<file path="config.mk">
export PLATFORM = sky130hd
export DESIGN_NAME = gyro_link_responder
export DESIGN_NICKNAME = d
export VERILOG_FILES = /design/src/rtl/gyro_link_responder.sv
export SDC_FILE = /design/constraint.sdc
export NUM_CORES = 1
export LEC_CHECK = 0
export ABC_CLOCK_PERIOD_IN_PS = 3100
export BUFFER_PORTS_ARGS = -buffer_cell sky130_fd_sc_hd__buf_4
export CELL_PAD_IN_SITES_DETAIL_PLACEMENT = 0
export CELL_PAD_IN_SITES_GLOBAL_PLACEMENT = 1
export CORE_MARGIN = 3
export CORE_UTILIZATION = 45
export DETAILED_ROUTE_END_ITERATION = 10
export GPL_TIMING_DRIVEN = 0
export PLACE_DENSITY = 0.8
export SLEW_MARGIN = 20
export SYNTH_ARGS = -nofsm -noshare
export SYNTH_HDL_FRONTEND = slang
export SYNTH_SLANG_ARGS = --single-unit
</file>
<file path="constraint.sdc">
create_clock -name clk_i -period 3.1 [get_ports clk_i]
set_clock_uncertainty 0.15 [all_clocks]
set_input_delay 0.155 -clock clk_i [delete_from_list [all_inputs] [get_ports clk_i]]
set_output_delay 0.155 -clock clk_i [all_outputs]
set_load 0.02 [all_outputs]
</file>
<file path="src/rtl/gyro_link_responder.sv">
// rtl/gyro_link_responder.sv - device-side gyro serial link: MCK-oversampled deserializer, reply serializer
// Everything runs on clk_i; MCK edges are recovered from synchronized pad samples.
module gyro_link_responder #(
    parameter int WD          = 48,
    parameter int SYNC_STAGES = 2,
    parameter int RX_DEPTH    = 4
) (
    input  logic          clk_i,
    input  logic          rst_i,
    input  logic          enable_i,
    input  logic          loopback_i,
    input  logic          mck_i,
    input  logic          dsync_i,
    input  logic          dtx_i,
    output logic          drx_o,
    output logic [WD-1:0] rx_tdata_o,
    output logic          rx_tvalid_o,
    input  logic          rx_tready_i,
    input  logic [WD-1:0] tx_tdata_i,
    input  logic          tx_tvalid_i,
    output logic          tx_tready_o,
    output logic [15:0]   frame_err_count_o,
    output logic [15:0]   overflow_count_o,
    output logic [15:0]   underrun_count_o
);
    localparam int            CW       = $clog2(WD);
    localparam int            AW       = $clog2(RX_DEPTH);
    localparam logic [CW-1:0] LAST_BIT = CW'(WD - 1);
    localparam logic [CW-1:0] CNT_ONE  = CW'(1);
    localparam logic [AW:0]   PTR_ONE  = (AW + 1)'(1);

    typedef enum logic [1:0] {TX_IDLE, TX_ARM, TX_SEND} tx_state_t;

    function automatic logic [15:0] sat_inc(input logic [15:0] v);
        return (v == 16'hFFFF) ? v : v + 16'd1;
    endfunction

    logic [SYNC_STAGES-1:0] mck_sync_q, dsync_sync_q, dtx_sync_q;
    logic                   mck_dly_q;
    logic                   mck_s, dsync_s, dtx_s, rise, fall;

    always_ff @(posedge clk_i) begin
        if (rst_i) begin
            mck_sync_q   <= '0;
            dsync_sync_q <= '0;
            dtx_sync_q   <= '0;
            mck_dly_q    <= 1'b0;
        end else begin
            mck_sync_q   <= {mck_sync_q[SYNC_STAGES-2:0], mck_i};
            dsync_sync_q <= {dsync_sync_q[SYNC_STAGES-2:0], dsync_i};
            dtx_sync_q   <= {dtx_sync_q[SYNC_STAGES-2:0], dtx_i};
            mck_dly_q    <= mck_s;
        end
    end

    assign mck_s   = mck_sync_q[SYNC_STAGES-1];
    assign dsync_s = dsync_sync_q[SYNC_STAGES-1];
    assign dtx_s   = dtx_sync_q[SYNC_STAGES-1];
    assign rise    = mck_s & ~mck_dly_q;
    assign fall    = ~mck_s & mck_dly_q;

    logic [CW-1:0] bit_cnt_q;
    logic [WD-1:0] shift_q;
    logic [WD-1:0] word_in;
    logic          rx_edge, boundary, frame_done, frame_err;

    assign word_in    = {shift_q[WD-2:0], dtx_s};
    assign rx_edge    = enable_i & rise;
    assign boundary   = rx_edge & dsync_s;
    assign frame_done = boundary & (bit_cnt_q == LAST_BIT);
    // Short frame: DSYNC mid-word; long frame: 48th bit arrives without DSYNC.
    assign frame_err  = (boundary & (bit_cnt_q != '0) & (bit_cnt_q != LAST_BIT))
                      | (rx_edge & ~dsync_s & (bit_cnt_q == LAST_BIT));

    always_ff @(posedge clk_i) begin
        if (rst_i) begin
            bit_cnt_q <= '0;
            shift_q   <= '0;
        end else if (!enable_i) begin
            bit_cnt_q <= '0;
        end else if (rise) begin
            shift_q <= word_in;
            if (dsync_s || (bit_cnt_q == LAST_BIT)) begin
                bit_cnt_q <= '0;
            end else begin
                bit_cnt_q <= bit_cnt_q + CNT_ONE;
            end
        end
    end

    logic [WD-1:0] fifo_mem_q [RX_DEPTH];
    logic [AW:0]   wr_ptr_q, rd_ptr_q;
    logic          fifo_full, fifo_pop, fifo_push, fifo_drop;

    assign rx_tvalid_o = (wr_ptr_q != rd_ptr_q);
    assign fifo_full   = (wr_ptr_q[AW] != rd_ptr_q[AW]) && (wr_ptr_q[AW-1:0] == rd_ptr_q[AW-1:0]);
    assign fifo_pop    = rx_tvalid_o & rx_tready_i;
    // A pop in the same cycle frees the slot the new word needs.
    assign fifo_push   = frame_done & (~fifo_full | fifo_pop);
    assign fifo_drop   = frame_done & fifo_full & ~fifo_pop;
    assign rx_tdata_o  = rx_tvalid_o ? fifo_mem_q[rd_ptr_q[AW-1:0]] : '0;

    always_ff @(posedge clk_i) begin
        if (fifo_push) begin
            fifo_mem_q[wr_ptr_q[AW-1:0]] <= word_in;
        end
    end

    always_ff @(posedge clk_i) begin
        if (rst_i) begin
            wr_ptr_q <= '0;
            rd_ptr_q <= '0;
        end else begin
            if (fifo_push) wr_ptr_q <= wr_ptr_q + PTR_ONE;
            if (fifo_pop)  rd_ptr_q <= rd_ptr_q + PTR_ONE;
        end
    end

    tx_state_t     state_q;
    logic [WD-1:0] tx_sr_q;
    logic [CW-1:0] tx_cnt_q;
    logic [WD-1:0] load_word;
    logic          tx_load, underrun;

    assign tx_load     = boundary & (state_q != TX_IDLE);
    assign load_word   = loopback_i ? (frame_done ? word_in : '0)
                                    : (tx_tvalid_i ? tx_tdata_i : '0);
    assign tx_tready_o = tx_load & ~loopback_i & tx_tvalid_i;
    assign underrun    = tx_load & ~loopback_i & ~tx_tvalid_i;

    always_ff @(posedge clk_i) begin
        if (rst_i) begin
            state_q  <= TX_IDLE;
            tx_sr_q  <= '0;
            tx_cnt_q <= '0;
            drx_o    <= 1'b0;
        end else if (!enable_i) begin
            state_q <= TX_IDLE;
            drx_o   <= 1'b0;
        end else begin
            case (state_q)
                TX_IDLE: state_q <= TX_ARM;
                TX_ARM: begin
                    if (tx_load) begin
                        tx_sr_q  <= load_word;
                        tx_cnt_q <= LAST_BIT;
                        state_q  <= TX_SEND;
                    end
                end
                TX_SEND: begin
                    // A new frame boundary aborts the word in flight and reloads.
                    if (tx_load) begin
                        tx_sr_q  <= load_word;
                        tx_cnt_q <= LAST_BIT;
                        drx_o    <= 1'b0;
                    end else if (fall) begin
                        drx_o    <= tx_sr_q[WD-1];
                        tx_sr_q  <= {tx_sr_q[WD-2:0], 1'b0};
                        tx_cnt_q <= tx_cnt_q - CNT_ONE;
                        if (tx_cnt_q == '0) state_q <= TX_ARM;
                    end
                end
                default: state_q <= TX_IDLE;
            endcase
        end
    end

    always_ff @(posedge clk_i) begin
        if (rst_i) begin
            frame_err_count_o <= '0;
            overflow_count_o  <= '0;
            underrun_count_o  <= '0;
        end else begin
            if (frame_err) frame_err_count_o <= sat_inc(frame_err_count_o);
            if (fifo_drop) overflow_count_o  <= sat_inc(overflow_count_o);
            if (underrun)  underrun_count_o  <= sat_inc(underrun_count_o);
        end
    end
endmodule

</file>
# After elaboration in Yosys (flattened, before gate mapping)
# Memories as Yosys holds them, arrays and structs flattened. A register that Yosys moved wholly into a read port is not among the register bits.
# Cells that the tools add are included.
# classes
n_eq_ne	15
mux	24
n_addsub	7
bitwise	30
reduce_logical	16
# ops
op	count
two-way mux 48 bit	7
case mux 48 bit (2 select lines)	1
adder 16 x 1 -> 16 bit, second input constant	3
equality test 16 bit, second input constant	3
two-way mux 6 bit	4
bitwise AND 1 bit	17
two-way mux 2 bit	6
case mux 6 bit (2 select lines)	1
NOT 1 bit	11
AND reduction 2 bit	5
!= test 2 bit, second input constant	4
AND reduction 4 bit	2
adder 3 x 1 -> 3 bit, second input constant	2
adder 6 x 1 -> 6 bit, second input constant	1
equality test 6 bit, second input constant	1
logical NOT 6 bit	1
!= test 6 bit, second input constant	1
case mux 2 bit (3 select lines)	1
nonzero test 2 bit	3
nonzero test 6 bit	1
subtractor 6 x 1 -> 6 bit, second input constant	1
two-way mux 1 bit	4
!= test 3 bit	1
!= test 3 bit, second input constant	1
other kinds (9)	10
# word_totals
wordCells	108
out_inout_bits	99
reg_bits	171
input_bits	57
ramBits	192
memories	1
# mem_list
name	words	width	rd	rd_ports_with_merged_regs	write_ports	line_no	text
fifo_mem_q	4	48	1	1	1	91	logic [WD-1:0] fifo_mem_q [RX_DEPTH];

# Depth between registers and ports, before layout
# Gate-level depths: netlist (run 1).
# logic_depth
word_depth	9
ltp_mapped	9
mapped_depth_nobuf	6

# Worst setup path before layout (run 1)
# OpenSTA, ideal clock, no wires.
# synth_timing
path_type	register to register
from	reg wr_ptr_q[0]
to	mem fifo_mem_q[3][0], enable pin
t_required_ps	2538
slack_ps	329
path_stages_with_launch	5
setup_ps	412
n_path_buf	1
t_arrival_ps	2209
synth_period_minus_slack_ps	2771
path_cell_list	dfxtp_1 xor2_1 or4b_1 buf_6 and3_1
# synth_via
elab_chain_len	7
elab_cells_between_ends	9
classes_between	eq/ne: 2; mux: 2; bitwise: 4; reduce/logical: 1
# synth_rtl
item	line_no	text
from (decl)	92	logic [AW:0] wr_ptr_q, rd_ptr_q;
from (signal assigned)	114	if (fifo_push) wr_ptr_q <= wr_ptr_q + PTR_ONE;
equality test 2 bit	96	assign fifo_full = (wr_ptr_q[AW] != rd_ptr_q[AW]) && (wr_ptr_q[AW-1:0] == rd_ptr_q[AW-1:0]);
logical AND 1 bit	96	
NOT 1 bit	99	assign fifo_push = frame_done & (~fifo_full | fifo_pop);
OR 1 bit	99	
bitwise AND 1 bit	99	
two-way mux 1 bit	104	if (fifo_push) begin
two-way mux 1 bit (not written as such)	105	fifo_mem_q[wr_ptr_q[AW-1:0]] <= word_in;
to (decl)	91	
# Parallel ways exist; a longest one is shown, timed or not.

==> out/qor.tcl, run 1 <==
set qor(critPathSlowestCell) {sky130_fd_sc_hd__mux4_2}
set qor(crit_fanout) 10
set qor(die_height_um) 189.7
set qor(timing.critical_path.required_ns) 2.79
set qor(number_of_global_route_vias_before_repair) 10470
set qor(crit_top_cell) {sky130_fd_sc_hd__buf_2}
set qor(cp_cell_sequence) {buf_2 -> buf_2 -> mux4_2 -> and2_1 -> buf_4}
set qor(count_of_antenna_diodes_in_the_layout) 0
set qor(clock.fmax_ghz) 0.3375
set qor(timing.final.crit_share_pct) 95.57
set qor(net_count_of_the_mapped_netlist) 1299
set qor(synth_enable_flop_cells) 192
set qor(critical_path.startpoint_type) {flip-flop}
set qor(filler_cell_count) 2786
set qor(cp_data_arrival_time_ns) 2.66
set qor(starting_density_of_the_core_pct) 46.18
set qor(critical_path.n_buffers_inverters) 3
set qor(clkSinkCount) 365
set qor(power.leakage_nw) 6.916
set qor(gp_congestion) 0.8149
set qor(power_total_mw) 9.700
set qor(clk_path_buf_depth) 3
set qor(buffer_ports.inserted) 154
set qor(route.vias.total) 10580
set qor(cp_top_family) {buffers and inverters}
set qor(cts_made_buffers) 39
set qor(synthFlopType) {sky130_fd_sc_hd__edfxtp_1}
set qor(hold_viol) 0
set qor(fin_hold_ws_ns) 0.03253
set qor(detail_route.wirelength_um) 35930
set qor(critical_path_class) {reg2out}
set qor(p_per_area_nw_per_um2) 517.2
set qor(post_synth_instance_area_um2) 15180
set qor(post_route_cells_drive_above_1_share_pct) 22.74
set qor(tightestPinTransition_ns) 1.080
set qor(flow.area_growth_from_synthesis_pct) 23.58
set qor(slew_viol_final) 0
set qor(num_rows) 66
set qor(synthesis.instances) 1230
set qor(finalSetupViolations) 0
set qor(htreeDepth) 2
set qor(post_synth.cell_area_avg_um2) 12.34
set qor(drt-vias-per-instance) 5.412
set qor(worst_ir_drop_vdd_uv) 354.1
set qor(ys_seq_elements) 365
set qor(timing.critical_path.to_type) {output pin}
set qor(die_outline_area_um2) 35970
set qor(worst_hold_path_type) {in2reg}
set qor(slew_headroom_pct) 27.32
set qor(cell_chosen_for_the_clock_root) {sky130_fd_sc_hd__clkbuf_16}
set qor(synth_seq_area_share_pct) 60.81
set qor(grtUsageTotal_pct) 19.82
set qor(place.detailed.hpwl_um) 24670
set qor(worst_skew_late_latency_ns) 0.52
set qor(wire_length_of_the_first_global_routing_pass_um) 57270
set qor(maximum_number_of_pins_on_one_net_before_global_route_repair) 35
set qor(period_minus_slack_ns) 2.963
set qor(synth-async-reset-ratio_pct) 0
set qor(first_pass_iters) 6
set qor(detailedRoute.firstIterationViolations) 720
set qor(initial_antenna_violation_count) 2
set qor(layout_common_cells) {sky130_fd_sc_hd__edfxtp_1 (192), sky130_fd_sc_hd__dfxtp_1 (173), sky130_fd_sc_hd__buf_4 (157), sky130_fd_sc_hd__nor2_1 (150), sky130_fd_sc_hd__nand2_1 (121)}
set qor(status) {complete, no violations}
set qor(postCtsSetupRepairBufs) 0
set qor(num-nets-final) 1552
set qor(synth.distinct_cells) 64
set qor(setup_repair_after_global_routing_missed_its_margin) {yes}
set qor(cpPeakStageDelay_ns) 0.59
set qor(non_filler_cells_in_the_finished_layout) 1955
set qor(routed_wire_length_per_instance_um) 18.38
set qor(final_common_cell) {sky130_fd_sc_hd__edfxtp_1}
set qor(tritoncts_clock_tree) {yes}
set qor(clk_pin_slew_ns) 0.06
set qor(post-place-cells) 1830
set qor(number_of_nets_with_antenna_violations_after_detailed_routing) 0
set qor(yosys_warnings) 0
set qor(die-width_um) 189.7
set qor(core-area_um2) 32870
set qor(grt_overflow) 0
set qor(max_cap_violations) 0
set qor(floorplan.io_pins) 156
set qor(drc) 0
final timing paths:
kind | cells past startpoint | from | slack [ns] | end
max reg2reg | 7 | frame_err_count_o[0]$_SDFFE_PP0P_ | 0.69 | frame_err_count_o[11]$_SDFFE_PP0P_
min | 3 | rst_i | 0.03 | frame_err_count_o[11]$_SDFFE_PP0P_
min reg2reg | 1 | dtx_sync_q[0]$_SDFF_PP0_ | 0.29 | dtx_sync_q[1]$_SDFF_PP0_
max | 5 | flip-flop | 0.14 | rx_tdata_o[36]
kinds of logic after synthesis:
family / Yosys count / share of synthesized area [%]
buffers and inverters: 95 / 2.885
and+or+nand+nor: 498 / 17.36
AOI/OAI and AO/OA: 171 / 8.351
muxes: 56 / 7.700
DFF: 365 / 60.81
xor gates and xnor gates: 33 / 1.904
adders and majority gates: 12 / 0.9893
power breakdown:
group / internal, mW / switching (mW)
registers: 5.04 / 0.00501
clock network: 2.56 / 1.86
logic: 0.110 / 0.128
stage by stage:
stage | util, % | setup TNS, ns | worst slack, ns | instance area (um^2)
after floorplan | - | 0 | 0.3291 | 15180
final | 57.07 | 0 | 0.1372 | 18760
after detailed placement | 51.68 | 0 | 0.4212 | 16990
after global routing | 57.07 | -0.2946 | -0.04165 | 18760
after CTS | 57.06 | 0 | 0.05719 | 18750
after global placement | 51.38 | -127.01 | -0.6880 | 16890
flip-flops by register name, indices dropped and copies added (netlist names), 3 cells and up, named ones only:
register	count
fifo_mem_q	192
underrun_count_o	16
bit_cnt_q	6
overflow_count_o	16
rd_ptr_q	3
tx_cnt_q	6
frame_err_count_o	16
shift_q	47
tx_sr_q	48
wr_ptr_q	3
worst min-delay path, delay by kind of cell:
kind | cells | cell delay [ns]
mux | 1 | 0.14
buf+inv | 1 | 0.21
simple gates | 1 | 0.15
Yosys cell counts (10+ instances only):
library cell / count / area share, %
sky130_fd_sc_hd__a21oi_1: 79 / 2.6
sky130_fd_sc_hd__a221oi_1: 27 / 1.6
sky130_fd_sc_hd__a221oi_2: 20 / 2.0
sky130_fd_sc_hd__and2_1: 51 / 2.1
sky130_fd_sc_hd__buf_2: 12 / 0.40
sky130_fd_sc_hd__clkbuf_1: 52 / 1.3
sky130_fd_sc_hd__dfxtp_1: 173 / 23
sky130_fd_sc_hd__edfxtp_1: 192 / 38
sky130_fd_sc_hd__ha_1: 12 / 0.99
sky130_fd_sc_hd__inv_1: 14 / 0.35
sky130_fd_sc_hd__mux4_2: 48 / 7.1
sky130_fd_sc_hd__nand2_1: 121 / 3.0
sky130_fd_sc_hd__nand3_1: 19 / 0.63
sky130_fd_sc_hd__nand4_1: 12 / 0.49
sky130_fd_sc_hd__nor2_1: 150 / 3.7
sky130_fd_sc_hd__nor2b_1: 20 / 0.82
sky130_fd_sc_hd__nor3_1: 10 / 0.33
sky130_fd_sc_hd__nor4_1: 36 / 1.5
sky130_fd_sc_hd__nor4_2: 20 / 1.6
sky130_fd_sc_hd__o21ai_0: 10 / 0.33
sky130_fd_sc_hd__o31ai_1: 12 / 0.59
sky130_fd_sc_hd__or3_1: 11 / 0.45
sky130_fd_sc_hd__or4_1: 11 / 0.54
sky130_fd_sc_hd__xnor2_1: 24 / 1.4
per-layer routing:
metal  global-route usage [%]  vias to the layer above  share of wire, %
li1                         -                     5079                 -
met1                    27.72                     5139                44
met2                    32.33                      310                47
met3                    4.164                       48               7.0
met4                    4.038                        4               1.6
met5                        0                        -             0.058
timing repair:
action / 4_1_cts / 5_1_grt
gates resized for setup: 1 / 2
hold endpoints to repair: 63 / 0
setup endpoints to repair: 20 / 16
gates cloned: 0 / 0
hold buffers: 55 / 0
final cells by class:
cell class                      count  area, um^2  area share [%]
Buffer                             80       384.1           2.048
Timing Repair Buffer              213        1787           9.526
Clock inverter                     19       175.2          0.9340
Multi-Input combinational cell    770        5530           29.49
Inverter                           14       52.55          0.2802
Clock buffer                       52        1045           5.570
Sequential cell                   365        9229           49.21
Tap cell                          442       553.0           2.949
Power figures use the tool's default switching activity.
==> run 2, diff against run 1 <==
Settings changed: CTS_BUF_LIST from default to sky130_fd_sc_hd__clkbuf_8.
==> run 2 against run 1 <==
  * Non-clock buffer count increased by 2
  * Wire length increased by 0.41%
  * Clock power decreased by 15%
  * Cell count increased by 1.9%
  * Global-route usage about the same
  * Power decreased by 6.6%
  * Worst setup slack improved by 0.016 ns
  * Highest routed layer unchanged
==> out/qor.tcl, run 2 (synthesized netlist as in run 1, its figures left out) <==
set qor(status) {complete, no violations}
set qor(num-nets-final) 1572 ;# +1.3%
set qor(worst_ir_drop_vdd_uv) 284.1 ;# -20%
set qor(wire_length_of_the_first_global_routing_pass_um) 57460 ;# +0.32%
set qor(clk_path_buf_depth) 3 ;# unchanged
set qor(detailedRoute.firstIterationViolations) 736 ;# +2.2%
set qor(filler_cell_count) 2823 ;# +1.3%
set qor(critical_path_class) {in2out}
set qor(number_of_nets_with_antenna_violations_after_detailed_routing) 0 ;# unchanged
set qor(drc) 0 ;# unchanged
set qor(first_pass_iters) 7 ;# +1
set qor(critical_path.startpoint_type) {input pin}
set qor(placed_cell_area_um2) 16990 ;# unchanged
set qor(core-area_um2) 32870 ;# unchanged
set qor(tightestPinTransition_ns) 1.044 ;# -0.03658 ns
set qor(final_common_cell) {sky130_fd_sc_hd__edfxtp_1}
set qor(die_outline_area_um2) 35970 ;# unchanged
set qor(floorplan.io_pins) 156 ;# unchanged
set qor(cell_chosen_for_the_clock_root) {sky130_fd_sc_hd__clkbuf_8}
set qor(die_height_um) 189.7 ;# unchanged
set qor(maximum_number_of_pins_on_one_net_before_global_route_repair) 35 ;# unchanged
set qor(critPathSlowestCell) {sky130_fd_sc_hd__dlygate4sd3_1}
set qor(cp_data_arrival_time_ns) 2.64 ;# -0.02 ns
set qor(slew_viol_final) 0 ;# unchanged
set qor(clkSinkCount) 365 ;# unchanged
set qor(starting_density_of_the_core_pct) 46.18 ;# unchanged
set qor(cts_made_buffers) 57 ;# +46%
set qor(postLayoutCellArea_um2) 18640 ;# -0.63%
set qor(critical_path.n_buffers_inverters) 5 ;# +2
set qor(worst_hold_path_type) {in2reg}
set qor(detail_route.wirelength_um) 36080 ;# +0.41%
set qor(count_of_antenna_diodes_in_the_layout) 0 ;# unchanged
set qor(route.vias.total) 10640 ;# +0.53%
set qor(timing.critical_path.required_ns) 2.79 ;# about the same
set qor(flow.area_growth_from_synthesis_pct) 22.79
set qor(drt-vias-per-instance) 5.337 ;# -1.4%
set qor(tritoncts_clock_tree) {yes}
set qor(slew_headroom_pct) 29.78 ;# +2.5 points
set qor(timing.critical_path.to_type) {output pin}
set qor(power_total_mw) 9.060 ;# -6.6%
set qor(place.detailed.hpwl_um) 24670 ;# unchanged
set qor(layout_common_cells) {sky130_fd_sc_hd__edfxtp_1 (192), sky130_fd_sc_hd__dfxtp_1 (173), sky130_fd_sc_hd__buf_4 (158), sky130_fd_sc_hd__nor2_1 (150), sky130_fd_sc_hd__nand2_1 (121)}
set qor(initial_antenna_violation_count) 2 ;# unchanged
set qor(routed_wire_length_per_instance_um) 18.10 ;# -1.5%
set qor(post-route-worst-setup-slack_ns) 0.1533 ;# +0.01605 ns
set qor(worst_skew_late_latency_ns) 0.59 ;# +0.07 ns
set qor(period_minus_slack_ns) 2.947 ;# -0.01605 ns
set qor(timing.final.crit_share_pct) 95.06 ;# -0.52 points
set qor(grt_overflow) 0 ;# unchanged
set qor(max_ffs_per_register) 192 ;# unchanged
set qor(buffer_ports.inserted) 154 ;# unchanged
set qor(number_of_global_route_vias_before_repair) 10660 ;# +1.8%
set qor(post_route_cells_drive_above_1_share_pct) 23.21 ;# +0.47 points
set qor(clk_pin_slew_ns) 0.06 ;# about the same
set qor(p_per_area_nw_per_um2) 486.2 ;# -6.0%
set qor(crit_fanout) 10 ;# unchanged
set qor(cp_top_family) {buffers and inverters}
set qor(cp_cell_sequence) {dlygate4sd3_1 -> buf_4 -> nor2b_1 -> clkbuf_1 -> clkbuf_1 -> and3_1 -> buf_4}
set qor(grtUsageTotal_pct) 19.86 ;# +0.040 points
set qor(htreeDepth) 2 ;# unchanged
set qor(clock.fmax_ghz) 0.3394 ;# +0.54%
set qor(power.leakage_nw) 6.981 ;# +0.94%
set qor(die-width_um) 189.7 ;# unchanged
set qor(cpPeakStageDelay_ns) 0.57 ;# -0.02 ns
set qor(gp_congestion) 0.8149 ;# unchanged
set qor(hold_viol) 0 ;# unchanged
set qor(num_rows) 66 ;# unchanged
set qor(finalSetupViolations) 0 ;# unchanged
set qor(pre_cts_setup_slack_ns) 0.4212 ;# unchanged
set qor(max_cap_violations) 0 ;# unchanged
-- run 2: changes by cell type in the layout (fill, tap and decap cells not counted), sizes merged --
cell / change
clkbuf: +10
dlygate4sd3: +1
inv: +22
clkdlybuf4s15: +1
buf: -3
clkinvlp: -5
clkinv: +12
-- run 2: metrics by stage --
stage	util (%)	setup TNS (ns)	hold slack, ns	cells
floorplan	-	0	0.1332	1230
global placement	51.38	-127.01	0.2201	1826
detailed placement	51.68	0	0.2279	1830
CTS	56.65	-0.0007920	0.03941	1993
global route	56.70	-0.001082	0.1157	1993
finish	56.70	0	0.07760	1993
-- run 2: path summary, 6_finish.rpt --
| path | depth (start not counted) | end | slack [ns] | from |
|---|---|---|---|---|
| min reg2reg | 1 | dtx_sync_q[1]$_SDFF_PP0_ | 0.29 | dtx_sync_q[0]$_SDFF_PP0_ |
| min | 6 | underrun_count_o[15]$_SDFFE_PP0P_ | 0.08 | loopback_i |
| max reg2reg | 7 | frame_err_count_o[11]$_SDFFE_PP0P_ | 0.68 | frame_err_count_o[0]$_SDFFE_PP0P_ |
| max | 7 | tx_tready_o | 0.15 | tx_tvalid_i |
-- run 2: worst register-to-register path: cells and delay by family, from the launching register on --
kind	cells	cell delay, ns
flip-flops	1	0.43
multiplexers	1	0.29
AND/OR/NAND/NOR	4	0.91
adder cells (fa/ha/maj)	1	0.24
buffers and inverters	1	0.30
-- run 2: metal layers --
| layer | vias to the layer above | share of wire (%) | GRT usage [%] |
|---|---|---|---|
| met1 | 5155 | 45 | 27.43 |
| met4 | 4 | 1.4 | 5.203 |
| met3 | 48 | 6.7 | 4.404 |
| met2 | 298 | 47 | 32.06 |
| li1 | 5131 | - | - |
| met5 | - | 0.058 | 0 |
-- run 2: power by group --
| group | internal (mW) | total, mW | switching (mW) |
|---|---|---|---|
| clock network | 1.94 | 3.77 | 1.84 |
| registers | 5.04 | 5.05 | 0.00500 |
| logic | 0.111 | 0.239 | 0.128 |
| total | 7.09 | 9.06 | 1.97 |
-- run 2: area by class of cell --
cell class                 count  area, um^2  area share (%)
buffer                        81       406.6           2.182
clock buffer                  59       812.0           4.357
clock inverter                48       256.5           1.376
inverter                      14       52.55          0.2820
multi-input combinational    770        5530           29.67
sequential                   365        9229           49.52
tap                          442       553.0           2.967
timing repair buffer         214        1797           9.641
-- run 2: what timing repair did --
action,CTS,global route
buffers inserted,0,0
gates resized for setup,3,11
setup endpoints to repair,20,30
gates cloned,0,0
endpoints found under the hold margin,83,0
hold buffers,56,0
==> run 3, diff against run 2 <==
Settings changed: CTS_BUF_LIST sky130_fd_sc_hd__clkbuf_8 to sky130_fd_sc_hd__clkbuf_16.
==> run 3 against run 2 <==
  * Flip-flop and latch count did not move
  * First-iteration DRC count rose by 3.1%
  * Fmax down 0.47%
  * Largest power group unchanged
  * Cell count fell by 1.9%
  * Utilization grew 0.30 points
  * Die area is the same
==> out/qor.tcl, run 3 (synthesized netlist as in run 1, its figures left out) <==
set qor(status) {complete, no violations}
set qor(htreeDepth) 2 ;# unchanged
set qor(grt_overflow) 0 ;# unchanged
set qor(slew_viol_final) 0 ;# unchanged
set qor(worst_skew_late_latency_ns) 0.52 ;# -0.07 ns
set qor(crit_top_cell) {sky130_fd_sc_hd__buf_2}
set qor(finalSetupViolations) 0 ;# unchanged
set qor(place.detailed.hpwl_um) 24670 ;# unchanged
set qor(cpPeakStageDelay_ns) 0.55 ;# -0.02 ns
set qor(worst_hold_path_type) {in2reg}
set qor(critPathSlowestCell) {sky130_fd_sc_hd__mux4_2}
set qor(placed_cell_area_um2) 16990 ;# unchanged
set qor(post_route_cells_drive_above_1_share_pct) 22.60 ;# -0.61 points
set qor(timing.final.crit_share_pct) 95.50 ;# +0.45 points
set qor(worst_ir_drop_vdd_uv) 354.6 ;# +25%
set qor(grtUsageTotal_pct) 19.83 ;# -0.035 points
set qor(cp_cell_sequence) {buf_2 -> buf_2 -> mux4_2 -> and2_1 -> buf_4}
set qor(num-nets-final) 1552 ;# -1.3%
set qor(max_ffs_per_register) 192 ;# unchanged
set qor(routed_wire_length_per_instance_um) 18.37 ;# +1.5%
set qor(cp_top_family) {buffers and inverters}
set qor(power.leakage_nw) 6.950 ;# -0.44%
set qor(detailedRoute.firstIterationViolations) 759 ;# +3.1%
set qor(crit_fanout) 10 ;# unchanged
set qor(pre_cts_setup_slack_ns) 0.4212 ;# unchanged
set qor(route.vias.total) 10590 ;# -0.47%
set qor(critical_path_class) {reg2out}
set qor(postLayoutCellArea_um2) 18740 ;# +0.53%
set qor(slew_headroom_pct) 27.53 ;# -2.3 points
set qor(clkSinkCount) 365 ;# unchanged
set qor(filler_cell_count) 2792 ;# -1.1%
set qor(clk_pin_slew_ns) 0.06 ;# about the same
set qor(critical_path.startpoint_type) {flip-flop}
set qor(core-area_um2) 32870 ;# unchanged
set qor(p_per_area_nw_per_um2) 512.8 ;# +5.5%
set qor(starting_density_of_the_core_pct) 46.18 ;# unchanged
set qor(cp_data_arrival_time_ns) 2.66 ;# +0.02 ns
set qor(num_rows) 66 ;# unchanged
set qor(flow.area_growth_from_synthesis_pct) 23.45
set qor(cts_made_buffers) 39 ;# -32%
set qor(timing.critical_path.to_type) {output pin}
set qor(die-width_um) 189.7 ;# unchanged
set qor(clk_path_buf_depth) 3 ;# unchanged
set qor(clock.fmax_ghz) 0.3378 ;# -0.47%
set qor(count_of_antenna_diodes_in_the_layout) 0 ;# unchanged
set qor(drc) 0 ;# unchanged
set qor(hold_viol) 0 ;# unchanged
set qor(die_height_um) 189.7 ;# unchanged
set qor(detail_route.wirelength_um) 35910 ;# -0.47%
set qor(wire_length_of_the_first_global_routing_pass_um) 57270 ;# -0.32%
set qor(period_minus_slack_ns) 2.961 ;# +0.01385 ns
set qor(initial_antenna_violation_count) 2 ;# unchanged
set qor(post-route-worst-setup-slack_ns) 0.1394 ;# -0.01385 ns
set qor(first_pass_iters) 7 ;# unchanged
set qor(critical_path.n_buffers_inverters) 3 ;# -2
set qor(final_common_cell) {sky130_fd_sc_hd__edfxtp_1}
set qor(gp_congestion) 0.8149 ;# unchanged
set qor(max_cap_violations) 0 ;# unchanged
set qor(layout_common_cells) {sky130_fd_sc_hd__edfxtp_1 (192), sky130_fd_sc_hd__dfxtp_1 (173), sky130_fd_sc_hd__buf_4 (157), sky130_fd_sc_hd__nor2_1 (150), sky130_fd_sc_hd__nand2_1 (121)}
set qor(number_of_global_route_vias_before_repair) 10470 ;# -1.8%
set qor(cell_chosen_for_the_clock_root) {sky130_fd_sc_hd__clkbuf_16}
set qor(drt-vias-per-instance) 5.415 ;# +1.5%
set qor(postCtsSetupRepairBufs) 0 ;# unchanged
set qor(tritoncts_clock_tree) {yes}
set qor(buffer_ports.inserted) 154 ;# unchanged
set qor(setup_repair_after_global_routing_missed_its_margin) {yes}
set qor(number_of_nets_with_antenna_violations_after_detailed_routing) 0 ;# unchanged
set qor(die_outline_area_um2) 35970 ;# unchanged
set qor(tightestPinTransition_ns) 1.077 ;# +0.03347 ns
set qor(timing.critical_path.required_ns) 2.79 ;# about the same
set qor(fin_setup_tns_ns) 0 ;# unchanged
set qor(maximum_number_of_pins_on_one_net_before_global_route_repair) 35 ;# unchanged
set qor(floorplan.io_pins) 156 ;# unchanged
-- run 3: layout make-up --
class / count / area [um^2] / area share (%)
buffer: 80 / 384.1 / 2.050
clock buffer: 39 / 975.9 / 5.209
clock inverter: 32 / 224.0 / 1.195
inverter: 14 / 52.55 / 0.2805
multi-input combinational: 770 / 5530 / 29.52
sequential: 365 / 9229 / 49.26
tap: 442 / 553.0 / 2.952
timing repair buffer: 213 / 1787 / 9.536
-- run 3: tightest hold or removal path: stages --
cell                       delay (ns)
sky130_fd_sc_hd__clkbuf_1        0.22
sky130_fd_sc_hd__nor2b_1         0.16
sky130_fd_sc_hd__mux2_2          0.14
-- run 3: worst paths after layout --
kind | start | to | slack [ns] | cells past startpoint
worst max-delay path | flip-flop | rx_tdata_o[40] | 0.14 | 5
worst max register to register | frame_err_count_o[0]$_SDFFE_PP0P_ | frame_err_count_o[11]$_SDFFE_PP0P_ | 0.69 | 7
worst min register to register | dtx_sync_q[0]$_SDFF_PP0_ | dtx_sync_q[1]$_SDFF_PP0_ | 0.29 | 1
worst min-delay path | rst_i | frame_err_count_o[11]$_SDFFE_PP0P_ | 0.04 | 3
-- run 3: repair_timing --
item | 4_1_cts | 5_1_grt
gates resized for setup | 1 | 2
endpoints found under the setup margin | 20 | 18
hold buffers | 55 | 0
endpoints found under the hold margin | 63 | 0
-- run 3: metal layers --
layer	GRT usage, %	vias up	part of all wire (%)
met5	0	-	0.058
met4	4.151	4	1.7
met3	4.128	53	6.4
met2	32.39	293	47
met1	27.66	5157	45
li1	-	5079	-
-- run 3: through the flow --
step	hold slack [ns]	instances	util [%]	power, mW
6_report	0.03776	1955	57.00	9.607
4_1_cts	0.03709	1955	57.00	9.692
3_5_place_dp	0.2279	1830	51.68	5.333
2_1_floorplan	0.1332	1230	-	5.221
3_3_place_gp	0.2201	1826	51.38	5.333
5_1_grt	0.08045	1955	57.00	9.913
-- run 3: power by group --
| group | switching, mW | internal, mW |
|---|---|---|
| registers | 0.00501 | 5.04 |
| logic | 0.128 | 0.110 |
| clock network | 1.85 | 2.47 |
